`config.mk`:
```
export PLATFORM = sky130hd
export DESIGN_NAME = jtpinpon_romarb
export DESIGN_NICKNAME = d
export VERILOG_FILES = /design/src/rtl/jtpinpon_romarb.sv
export SDC_FILE = /design/constraint.sdc
export NUM_CORES = 1
export LEC_CHECK = 0
export BUFFER_PORTS_ARGS = -buffer_cell sky130_fd_sc_hd__buf_2
export CAP_MARGIN = 40
export CORE_MARGIN = 1.5
export CORE_UTILIZATION = 55
export CTS_CLUSTER_SIZE = 40
export DETAILED_ROUTE_END_ITERATION = 10
export GPL_ROUTABILITY_DRIVEN = 0
export PLACE_DENSITY = 0.85
export RECOVER_POWER = 100
export REMOVE_ABC_BUFFERS = 1
export SYNTH_ARGS = -nofsm -noshare
export SYNTH_HDL_FRONTEND = slang
export SYNTH_SLANG_ARGS = --single-unit
export TNS_END_PERCENT = 20
```
`constraint.sdc`:
```
create_clock -name clk -period 4.1 [get_ports clk]
set_input_delay 0.615 -clock clk [delete_from_list [all_inputs] [get_ports clk]]
set_output_delay 0.615 -clock clk [all_outputs]
set_load 0.02 [all_outputs]
```
`src/rtl/jtpinpon_romarb.sv`:
```
`default_nettype none
// ============================================================================
//  Module      : jtpinpon_romarb
//  Description : Shares one SDRAM read slot between the scroll (char) and
//                object ROM fetchers of the Pin Pon video. Each client sees
//                a ROM-like cs/addr/data/ok port backed by a one-entry cache
//                of the last word fetched. Misses are serialised onto the
//                SDRAM req/ack/dst handshake with round-robin priority.
//  Ports       : clk, rst                      - clock, sync active-high reset
//                scr_cs/scr_addr/scr_data/scr_ok - scroll ROM client port
//                obj_cs/obj_addr/obj_data/obj_ok - object ROM client port
//                sdr_addr/sdr_req              - SDRAM read request (registered)
//                sdr_ack/sdr_dst/sdr_data      - SDRAM accept / data strobe / data
//  Revision    : 1.0 - initial release
// ============================================================================
module jtpinpon_romarb #(
    parameter int          SCR_AW     = 13,
    parameter int          OBJ_AW     = 13,
    parameter logic [21:0] SCR_OFFSET = 22'h0,
    parameter logic [21:0] OBJ_OFFSET = 22'h2000,
    parameter int          TIMEOUT    = 63
) (
    input  logic              clk,
    input  logic              rst,
    input  logic              scr_cs,
    input  logic [SCR_AW-1:0] scr_addr,
    output logic [31:0]       scr_data,
    output logic              scr_ok,
    input  logic              obj_cs,
    input  logic [OBJ_AW-1:0] obj_addr,
    output logic [31:0]       obj_data,
    output logic              obj_ok,
    output logic [21:0]       sdr_addr,
    output logic              sdr_req,
    input  logic              sdr_ack,
    input  logic              sdr_dst,
    input  logic [31:0]       sdr_data
);

    localparam int         c_tagw    = (SCR_AW > OBJ_AW) ? SCR_AW : OBJ_AW;
    localparam logic [5:0] c_timeout = 6'(TIMEOUT);

    typedef enum logic [1:0] {
        ST_IDLE = 2'd0,
        ST_REQ  = 2'd1,
        ST_WAIT = 2'd2
    } state_t;

    state_t            r_state;
    logic              r_rr;        // 0: scroll granted last on contention, 1: object
    logic              r_owner;     // 0: scroll, 1: object
    logic [c_tagw-1:0] r_ptag;      // address issued for the transaction in flight
    logic [5:0]        r_cnt;
    logic              r_sdr_req;
    logic [21:0]       r_sdr_addr;

    logic              r_scr_valid;
    logic [SCR_AW-1:0] r_scr_tag;
    logic [31:0]       r_scr_data;
    logic              r_obj_valid;
    logic [OBJ_AW-1:0] r_obj_tag;
    logic [31:0]       r_obj_data;

    logic w_scr_hit, w_obj_hit;
    logic w_scr_pend, w_obj_pend;
    logic w_busy;
    logic w_gnt_obj;
    logic w_fill;
    logic [5:0] w_cnt_nxt;

    // Hits are purely combinational so a cached word costs no extra latency.
    assign w_scr_hit = scr_cs & r_scr_valid & (scr_addr == r_scr_tag);
    assign w_obj_hit = obj_cs & r_obj_valid & (obj_addr == r_obj_tag);

    // The client whose fetch is already in flight must not queue a duplicate.
    assign w_busy     = (r_state != ST_IDLE);
    assign w_scr_pend = scr_cs & ~w_scr_hit & ~(w_busy & ~r_owner);
    assign w_obj_pend = obj_cs & ~w_obj_hit & ~(w_busy &  r_owner);

    // Sole requester wins; on contention the client not named by r_rr wins.
    assign w_gnt_obj = w_obj_pend & (~w_scr_pend | ~r_rr);

    // Data accepted in WAIT, or in REQ when it coincides with the ack.
    assign w_fill = sdr_dst & ((r_state == ST_WAIT) | ((r_state == ST_REQ) & sdr_ack));

    assign w_cnt_nxt = r_cnt + 6'd1;

    always_ff @(posedge clk) begin
        if (rst) begin
            r_state     <= ST_IDLE;
            r_rr        <= 1'b0;
            r_owner     <= 1'b0;
            r_ptag      <= '0;
            r_cnt       <= 6'd0;
            r_sdr_req   <= 1'b0;
            r_sdr_addr  <= 22'd0;
            r_scr_valid <= 1'b0;
            r_scr_tag   <= '0;
            r_scr_data  <= 32'd0;
            r_obj_valid <= 1'b0;
            r_obj_tag   <= '0;
            r_obj_data  <= 32'd0;
        end else begin
            if (w_fill) begin
                if (r_owner) begin
                    r_obj_valid <= 1'b1;
                    r_obj_tag   <= r_ptag[OBJ_AW-1:0];
                    r_obj_data  <= sdr_data;
                end else begin
                    r_scr_valid <= 1'b1;
                    r_scr_tag   <= r_ptag[SCR_AW-1:0];
                    r_scr_data  <= sdr_data;
                end
            end

            case (r_state)
                ST_IDLE: begin
                    if (w_scr_pend | w_obj_pend) begin
                        if (w_scr_pend & w_obj_pend) begin
                            r_rr <= w_gnt_obj;
                        end
                        r_owner <= w_gnt_obj;
                        if (w_gnt_obj) begin
                            r_ptag     <= c_tagw'(obj_addr);
                            r_sdr_addr <= OBJ_OFFSET + 22'(obj_addr);
                        end else begin
                            r_ptag     <= c_tagw'(scr_addr);
                            r_sdr_addr <= SCR_OFFSET + 22'(scr_addr);
                        end
                        r_sdr_req <= 1'b1;
                        r_state   <= ST_REQ;
                    end
                end
                ST_REQ: begin
                    if (sdr_ack) begin
                        r_sdr_req <= 1'b0;
                        r_cnt     <= 6'd0;
                        r_state   <= sdr_dst ? ST_IDLE : ST_WAIT;
                    end
                end
                ST_WAIT: begin
                    if (sdr_dst) begin
                        r_state <= ST_IDLE;
                    end else begin
                        // Abandon the fetch after TIMEOUT silent cycles; the
                        // cache is left untouched and the miss re-arbitrates.
                        r_cnt <= w_cnt_nxt;
                        if (w_cnt_nxt == c_timeout) begin
                            r_state <= ST_IDLE;
                        end
                    end
                end
                default: begin
                    r_state   <= ST_IDLE;
                    r_sdr_req <= 1'b0;
                end
            endcase
        end
    end

    assign scr_ok   = w_scr_hit;
    assign obj_ok   = w_obj_hit;
    assign scr_data = r_scr_data;
    assign obj_data = r_obj_data;
    assign sdr_req  = r_sdr_req;
    assign sdr_addr = r_sdr_addr;

endmodule
`default_nettype wire

```
==> reports/metrics.yaml, run 1 <==
floorplanning:
  initial_core_util_pct: 57.53
  pin_count: 153
  die_y_um: 96.41
  die-area_um2: 9294
  coreArea_um2: 8341
  rows: 33
  die_w_um: 96.41
power:
  p_per_area_nw_per_um2: 476.4
  leakagePower_nw: 2.255
  vdd_drop_max_uv: 283.8
timing:
  drv_slew: 53
  setup_viol: 0
  worst_pin_slew_ns: 2.269
  timing.slew.headroom_pct: -51.84
  skew_ns: 0.01192
  fmax_ghz: 0.3154
  finalHoldViolCount: 0
  rsz0062_at_grt: "false"
  fin_crit_ns: 3.170
  timing.final.crit_share_pct: 77.33
  whs_ns: 0.3284
  fin_setup_tns_ns: 0
global_routing:
  grt_pass1_vias: 4322
  gr-total-overflow: 0
  antenna_found_initial: 0
  grt_max_degree: 81
  grt_pass1_wl_um: 20040
  track_usage_pct: 28.13
synthesis:
  synthCells: 591
  synth_ff_type: "dfxtp_1"
  synth_most_common_cell: "nand2_1"
  synth_top_cell_by_area: "dfxtp_1"
  synth_area_per_cell_um2: 8.119
  synth_edf_count: 0
  synth_top_area_share_pct: 48.40
  yosys-top-cells-area: "dfxtp_1, nand2_1, a21oi_1"
  ys_types: 39
  synthArstFlopShare_pct: 0
  ys_ff_latch: 116
  yosysSeqAreaShare_pct: 48.40
  syn_area_um2: 4798
  synth_commonest_cells: "nand2_1, dfxtp_1, a21oi_1"
  yosysWarningCount: 0
clock_tree:
  cts_repair_resize_count: 0
  max-clock-path-buffers: 2
  cts_root_buffer: "clkbuf_8"
  cts_setup_buffers: 0
  hold_buffers: 0
  cts_buffers: 17
  cts_tree: "done"
  h-tree-depth: 4
  clk_latency_ns: 0.51
  cts_sinks: 116
  path_clk_slew_ns: 0.06
route:
  vias: 4568
  drc_errors: 0
  via_per_inst: 5.432
  wl_per_cell_um: 15.17
  drt_first_iter_violations: 282
  firstDrtPassIters: 5
  ant_nets: 0
  totalWireLength_um: 12760
critical_path:
  worstSetupPathType: "register to register"
  required_ns: 4.53
  cp.arrival_ns: 3.60
  start_kind: "register"
  cp_max_fo: 27
  endpoint_kind: "register"
placed_design:
  port_buffers: 144
  placed_area_um2: 5558
  hpwl_um: 8571
status:
  violations: "max-capacitance violations, max-slew violations"
  status: "complete, but fails checks"
flow_run:
  cap_violations: 2
layout:
  drive_gt1_share_pct: 15.35
  final_area_um2: 5987
  insertedDiodeCount: 0
  nNetsFinal: 789
  fillers: 674
  area_growth_pct: 24.77
worst_hold_path:
  hp-class: "input port to register"
-- path summary, 6_finish.rpt --
kind / start / endpoint / slack [ns] / cells past startpoint
max: r_state[0]$_SDFFE_PP0P_ / scr_data[12]$_SDFFE_PP0P_ / 0.93 / 7
min: sdr_dst / r_state[1]$_SDFFE_PP0P_ / 0.33 / 2
max reg2reg: r_state[0]$_SDFFE_PP0P_ / scr_data[12]$_SDFFE_PP0P_ / 0.93 / 7
min reg2reg: scr_data[5]$_SDFFE_PP0P_ / scr_data[5]$_SDFFE_PP0P_ / 0.45 / 2
-- per-stage QoR --
stage	utilization (%)	setup WS, ns	power [mW]	instances
after floorplan	-	1.664	1.386	554
after global placement	65.74	1.488	1.510	806
after detailed placement	66.64	1.380	1.528	809
after CTS	73.34	1.325	2.879	841
after global routing	71.78	0.7053	2.957	841
final	71.78	0.9296	2.852	841
-- layout by cell type (no fill, tap or decap), types with 5 or more instances in the layout --
cell type / synthesis / routed
nor2_1: 32 / 34
xnor2_1: 8 / 8
clkbuf_1: 24 / 82
clkinv_4: 0 / 5
conb_1: 1 / 8
mux2i_1: 13 / 13
clkbuf_16: 0 / 16
buf_2: 7 / 62
a211oi_1: 14 / 14
nand2_1: 188 / 188
dfxtp_1: 116 / 116
xor2_1: 21 / 21
a21oi_1: 98 / 98
nor4_1: 7 / 7
-- critical path, stage by stage (launching register included) --
cell and delay, ns:
dfxtp_1 0.47, nand2_1 0.09, nor2_1 0.18, o21ai_0 0.19, nor2_1 1.71, buf_16 0.22, nand2_1 0.07, a21oi_1 0.14
-- kinds of logic (layout without fill, tap and decap cells) --
| family | after synthesis | after routing | synth area share [%] |
|---|---|---|---|
| AND/OR/NAND/NOR | 259 | 259 | 23.36 |
| AO/OA/AOI/OAI | 123 | 123 | 14.00 |
| flip-flops | 116 | 116 | 48.40 |
| buffers and inverters | 47 | 185 | 5.319 |
| XOR/XNOR | 29 | 29 | 5.293 |
| multiplexers | 14 | 14 | 3.025 |
| adder cells (fa/ha/maj) | 2 | 2 | 0.5214 |
| other | 1 | 8 | 0.07815 |
-- metal layers --
metal / part of all wire (%) / vias up / global-route usage [%] / routed length, µm
met1: 39 / 2124 / 33.22 / 5014
met5: 0 / - / 0 / 0
li1: - / 2215 / - / -
met4: 1.1 / 0 / 11.71 / 138
met3: 9.1 / 14 / 9.077 / 1164
met2: 50 / 215 / 47.07 / 6441
-- report_power, final --
group	switching (mW)	internal (mW)
clock	0.533	0.823
combinational	0.196	0.0979
sequential	0.0337	1.17
-- registers in the layout, indices dropped and copies added (netlist names) --
register / cells
r_ptag: 12
r_rr: 1
scr_data: 32
r_state: 2
sdr_req: 1
r_cnt: 6
r_scr_valid: 1
r_obj_valid: 1
r_scr_tag: 13
obj_data: 32
r_obj_tag: 13
sdr_addr: 2
-- area by class of cell --
type                       instances  area [µm²]  area share (%)
inverter                           3       11.26          0.1881
multi-input combinational        435        2235           37.32
clock inverter                    14       131.4           2.194
clock buffer                      18       427.9           7.147
timing repair buffer             150       728.2           12.16
tap                              105       131.4           2.194
sequential                       116        2322           38.79
Power figures use the tool's default switching activity.
==> inputs of run 2 (changes only) <==
--- a/config.mk
+++ b/config.mk
@@ -8,11 +8,11 @@
 export BUFFER_PORTS_ARGS = -buffer_cell sky130_fd_sc_hd__buf_2
 export CAP_MARGIN = 40
 export CORE_MARGIN = 1.5
-export CORE_UTILIZATION = 55
+export CORE_UTILIZATION = 46
 export CTS_CLUSTER_SIZE = 40
 export DETAILED_ROUTE_END_ITERATION = 10
 export GPL_ROUTABILITY_DRIVEN = 0
-export PLACE_DENSITY = 0.85
+export PLACE_DENSITY = 0.76
 export RECOVER_POWER = 100
 export REMOVE_ABC_BUFFERS = 1
 export SYNTH_ARGS = -nofsm -noshare
==> constraint.sdc (replaced) <==
create_clock -name clk -period 2.9 [get_ports clk]
set_input_delay 0.435 -clock clk [delete_from_list [all_inputs] [get_ports clk]]
set_output_delay 0.435 -clock clk [all_outputs]
set_load 0.02 [all_outputs]
==> reports/metrics.yaml, run 2 (synthesized netlist as in run 1, its figures left out) <==
floorplanning:
  initial_core_util_pct: 46.90  # -11 points
  pin_count: 153  # unchanged
  die-area_um2: 11050  # +19%
  die_w_um: 105.1  # +9.1%
  rows: 37  # +12%
  coreArea_um2: 10230  # +23%
  die_y_um: 105.1  # +9.1%
power:
  vdd_drop_max_uv: 442.0  # +56%
  leakagePower_nw: 2.269  # +0.63%
  finalPower_mw: 3.996  # +40%
  p_per_area_nw_per_um2: 665.3  # +40%
clock_tree:
  cts_tree: "done"
  path_clk_slew_ns: 0.05  # about the same
  cts_buffers: 17  # unchanged
  cts_sinks: 116  # unchanged
  h-tree-depth: 4  # unchanged
  cts_setup_buffers: 0  # unchanged
  max-clock-path-buffers: 2  # unchanged
  cts_root_buffer: "clkbuf_8"
  cts_repair_resize_count: 0  # unchanged
  clk_latency_ns: 0.50  # about the same
  hold_buffers: 0  # unchanged
global_routing:
  track_usage_pct: 24.26  # -3.9 points
  grt_max_degree: 59  # -27%
  grt_pass1_wl_um: 21430  # +7.0%
  antenna_found_initial: 3  # +3
  grt_pass1_vias: 4469  # +3.4%
  gr-total-overflow: 0  # unchanged
timing:
  fin_crit_ns: 2.522
  fin_ws_ns: 0.3778  # -0.5518 ns
  setup_viol: 0  # unchanged
  timing.final.crit_share_pct: 86.97
  timing.slew.headroom_pct: 37.92  # +90 points
  rsz0062_at_grt: "false"
  fmax_ghz: 0.3965
  skew_ns: 0.005809  # -0.006114 ns
  finalHoldViolCount: 0  # unchanged
  drv_slew: 0  # -100%
  fin_setup_tns_ns: 0  # unchanged
  whs_ns: 0.1322  # -0.1962 ns
  worst_pin_slew_ns: 0.9278  # -1.341 ns
status:
  status: "complete, no violations"
critical_path:
  required_ns: 2.47  # -2.06 ns
  start_kind: "register"
  cp_max_fo: 2  # -93%
  worstSetupPathType: "register to output pin"
  cp.arrival_ns: 2.09  # -1.51 ns
  endpoint_kind: "output pin"
placed_design:
  hpwl_um: 8953  # +4.5%
  dp_slack_ns: 0.3801  # -0.9998 ns
  dp.cells: 843  # +4.2%
  port_buffers: 144  # unchanged
route:
  totalWireLength_um: 13100  # +2.7%
  via_per_inst: 5.200  # -4.3%
  vias: 4550  # -0.39%
  drt_first_iter_violations: 263  # -6.7%
  drc_errors: 0  # unchanged
  firstDrtPassIters: 5  # unchanged
  wl_per_cell_um: 14.97  # -1.3%
  ant_nets: 0  # unchanged
layout:
  final_cell_count_no_fill: 875  # +4.0%
  most-common-layout-cells: "nand2_1, dfxtp_1, a21oi_1, clkbuf_1, buf_2"
  area_growth_pct: 25.19
  nNetsFinal: 792  # +0.38%
  drive_gt1_share_pct: 14.79  # -0.56 points
  final_common_cell: "nand2_1"
flow_run:
  cap_violations: 0  # -2
worst_hold_path:
  hp-class: "input port to register"
==> run 2: cell types whose count changed in the layout (fill, tap and decap cells not counted), moves of 3 or more <==
cell / delta
clkinv_4: -5
clkbuf_1: +5
clkinvlp_4: -4
clkbuf_8: +3
==> run 2: cell type report <==
cell class	count	area, µm²
Fill cell	932	4224
Inverter	3	11.26
Tap cell	136	170.2
Clock inverter	5	50.05
Multi-Input combinational cell	435	2232
Sequential cell	116	2322
Timing Repair Buffer	153	732.0
Antenna cell	2	5.005
Clock buffer	25	484.2
==> run 2: routing by layer <==
metal	vias up	GRT usage (%)	wire length, µm
li1	2209	-	-
met1	2146	28.88	5451
met2	173	39.31	6458
met3	20	8.422	990
met4	2	10.96	189
met5	-	0	12
==> run 2: worst paths after layout <==
check | startpoint | slack [ns] | cells past startpoint | to
setup / recovery | r_scr_tag[1]$_SDFFE_PP0P_ | 0.38 | 5 | scr_ok
hold / removal | sdr_dst | 0.13 | 2 | r_state[1]$_SDFFE_PP0P_
setup reg to reg | r_scr_tag[0]$_SDFFE_PP0P_ | 0.41 | 7 | r_ptag[11]$_SDFFE_PP0P_
hold reg to reg | obj_data[28]$_SDFFE_PP0P_ | 0.45 | 2 | obj_data[28]$_SDFFE_PP0P_
==> run 2: critical path: stages, from the launching register on <==
cell	delay (ns)
dfxtp_1	0.31
xor2_1	0.19
nor4_1	0.31
nand2_1	0.09
nor4_1	0.39
clkbuf_1	0.28
==> run 2: where the power goes <==
group | leakage [nW] | switching (mW) | total [mW] | internal, mW
clock | 0.268 | 0.664 | 1.87 | 1.21
sequential | 0.941 | 0.0489 | 1.70 | 1.65
combinational | 1.06 | 0.279 | 0.420 | 0.141
total | 2.27 | 0.992 | 4.00 | 3.00
==> run 2: per-stage QoR <==
step	util [%]	instance area [µm²]
2_1_floorplan	-	4581
3_3_place_gp	54.78	5604
3_5_place_dp	54.78	5604
4_1_cts	60.00	6138
5_1_grt	58.71	6007
6_report	58.71	6007
==> inputs of run 3 (changes only) <==
--- a/config.mk
+++ b/config.mk
@@ -8,11 +8,11 @@
 export BUFFER_PORTS_ARGS = -buffer_cell sky130_fd_sc_hd__buf_2
 export CAP_MARGIN = 40
 export CORE_MARGIN = 1.5
-export CORE_UTILIZATION = 46
+export CORE_UTILIZATION = 51
 export CTS_CLUSTER_SIZE = 40
 export DETAILED_ROUTE_END_ITERATION = 10
 export GPL_ROUTABILITY_DRIVEN = 0
-export PLACE_DENSITY = 0.76
+export PLACE_DENSITY = 0.8
 export RECOVER_POWER = 100
 export REMOVE_ABC_BUFFERS = 1
 export SYNTH_ARGS = -nofsm -noshare
==> constraint.sdc (replaced) <==
create_clock -name clk -period 2.6 [get_ports clk]
set_input_delay 0.39 -clock clk [delete_from_list [all_inputs] [get_ports clk]]
set_output_delay 0.39 -clock clk [all_outputs]
set_load 0.02 [all_outputs]
==> reports/metrics.yaml, run 3 (synthesized netlist as in run 1, its figures left out) <==
global_routing:
  grt_pass1_vias: 4301  # -3.8%
  grt_max_degree: 66  # +12%
  grt_pass1_wl_um: 20220  # -5.7%
  track_usage_pct: 25.32  # +1.1 points
  antenna_found_initial: 0  # -3
  gr-total-overflow: 0  # unchanged
critical_path:
  cp_max_fo: 2  # unchanged
  critical_path.max_stage_delay_ns: 0.38  # about the same
  worstPathBufferInverterCount: 1  # unchanged
  critPathTopFamily: "simple AND/OR/NAND/NOR gates"
  cp_common_cell: "nor4_1"
  endpoint_kind: "output pin"
  critical-path-slowest-cell: "nor4_1"
  worstSetupPathType: "register to output pin"
  start_kind: "register"
  cp.arrival_ns: 1.99  # -0.10 ns
  cp_cell_sequence: "xor2_1, nor4_1, nand2_1, nor4_1, clkbuf_2"
  required_ns: 2.21  # -0.26 ns
route:
  wl_per_cell_um: 14.58  # -2.7%
  drt_first_iter_violations: 216  # -18%
  drc_errors: 0  # unchanged
  firstDrtPassIters: 5  # unchanged
  via_per_inst: 5.296  # +1.9%
  vias: 4502  # -1.1%
  ant_nets: 0  # unchanged
  totalWireLength_um: 12390  # -5.4%
timing:
  worst_pin_slew_ns: 0.9984  # +0.07064 ns
  fin_crit_ns: 2.385
  timing.final.crit_share_pct: 91.71
  skew_ns: 0.01125  # +0.005443 ns
  setup_viol: 0  # unchanged
  timing.slew.headroom_pct: 33.37  # -4.6 points
  drv_slew: 0  # unchanged
  rsz0062_at_grt: "false"
  whs_ns: 0.08943  # -0.04273 ns
  fin_setup_tns_ns: 0  # unchanged
  fmax_ghz: 0.4194
  fin_ws_ns: 0.2155  # -0.1624 ns
  finalHoldViolCount: 0  # unchanged
clock_tree:
  cts_tree: "done"
  path_clk_slew_ns: 0.06  # about the same
  cts_repair_resize_count: 0  # unchanged
  cts_setup_buffers: 0  # unchanged
  cts_buffers: 17  # unchanged
  h-tree-depth: 4  # unchanged
  cts_sinks: 116  # unchanged
  clk_latency_ns: 0.51  # about the same
  max-clock-path-buffers: 2  # unchanged
  hold_buffers: 0  # unchanged
  cts_root_buffer: "clkbuf_8"
floorplanning:
  initial_core_util_pct: 52.18  # +5.3 points
  coreArea_um2: 9196  # -10%
  die-area_um2: 9999  # -9.5%
  die_w_um: 100.0  # -4.9%
  pin_count: 153  # unchanged
  die_y_um: 100.0  # -4.9%
  rows: 35  # -5.4%
layout:
  fillers: 780  # -16%
  area_growth_pct: 25.76
  final_common_cell: "nand2_1"
  nNetsFinal: 792  # unchanged
  most-common-layout-cells: "nand2_1, dfxtp_1, a21oi_1, clkbuf_1, buf_2"
  drive_gt1_share_pct: 16.51  # +1.7 points
  insertedDiodeCount: 0  # -2
placed_design:
  hpwl_um: 8494  # -5.1%
  dp_slack_ns: 0.3705  # -0.009583 ns
  port_buffers: 144  # unchanged
flow_run:
  cap_violations: 0  # unchanged
worst_hold_path:
  hp-class: "input port to register"
status:
  status: "complete, no violations"
power:
  leakagePower_nw: 2.295  # +1.1%
  p_per_area_nw_per_um2: 762.7  # +15%
  vdd_drop_max_uv: 427.1  # -3.4%
-- run 3: changes by cell type in the layout (fill, tap and decap cells not counted), moves of 2 or more --
cell	change
clkinv_4	+4
nor2_2	+2
clkbuf_1	-8
inv_6	+3
nor2_1	-2
diode_2	-2
clkbuf_8	-3
clkbuf_2	+2
clkinvlp_4	+2
-- run 3: final timing paths --
path | end | slack, ns | from | cells past startpoint
setup / recovery | scr_ok | 0.22 | r_scr_tag[9]$_SDFFE_PP0P_ | 5
hold reg to reg | obj_data[17]$_SDFFE_PP0P_ | 0.46 | obj_data[17]$_SDFFE_PP0P_ | 2
hold / removal | r_state[1]$_SDFFE_PP0P_ | 0.09 | sdr_dst | 2
setup reg to reg | r_ptag[11]$_SDFFE_PP0P_ | 0.35 | r_obj_tag[7]$_SDFFE_PP0P_ | 7
-- run 3: layer usage --
metal | GRT usage (%) | up-vias | part of all wire, %
li1 | - | 2217 | -
met3 | 7.521 | 18 | 8.7
met1 | 32.10 | 2082 | 42
met2 | 40.50 | 185 | 47
met5 | 0 | - | 0
met4 | 10.29 | 0 | 1.8
-- run 3: power by group --
group          total [mW]  leakage [nW]  internal, mW  switching (mW)
Sequential           1.89         0.941          1.84          0.0517
Combinational       0.469          1.07         0.160           0.309
Clock                2.24         0.282          1.40           0.844
-- run 3: final cells by class --
class	instances	area, µm²	share of cell area [%]
Clock buffer	18	427.9	7.091
Clock inverter	14	151.4	2.509
Inverter	3	11.26	0.1866
Multi-Input combinational cell	435	2243	37.18
Sequential cell	116	2322	38.48
Tap cell	111	138.9	2.301
Timing Repair Buffer	153	739.5	12.25
-- run 3: per-stage QoR --
stage / cell area (µm²) / total power [mW] / utilization, % / std cells
after global placement: 5573 / 2.400 / 60.60 / 818
after global routing: 6035 / 4.763 / 65.62 / 850
after CTS: 6152 / 4.644 / 66.90 / 850
after floorplan: 4581 / 2.185 / - / 554
final: 6035 / 4.602 / 65.62 / 850
after detailed placement: 5573 / 2.413 / 60.60 / 818
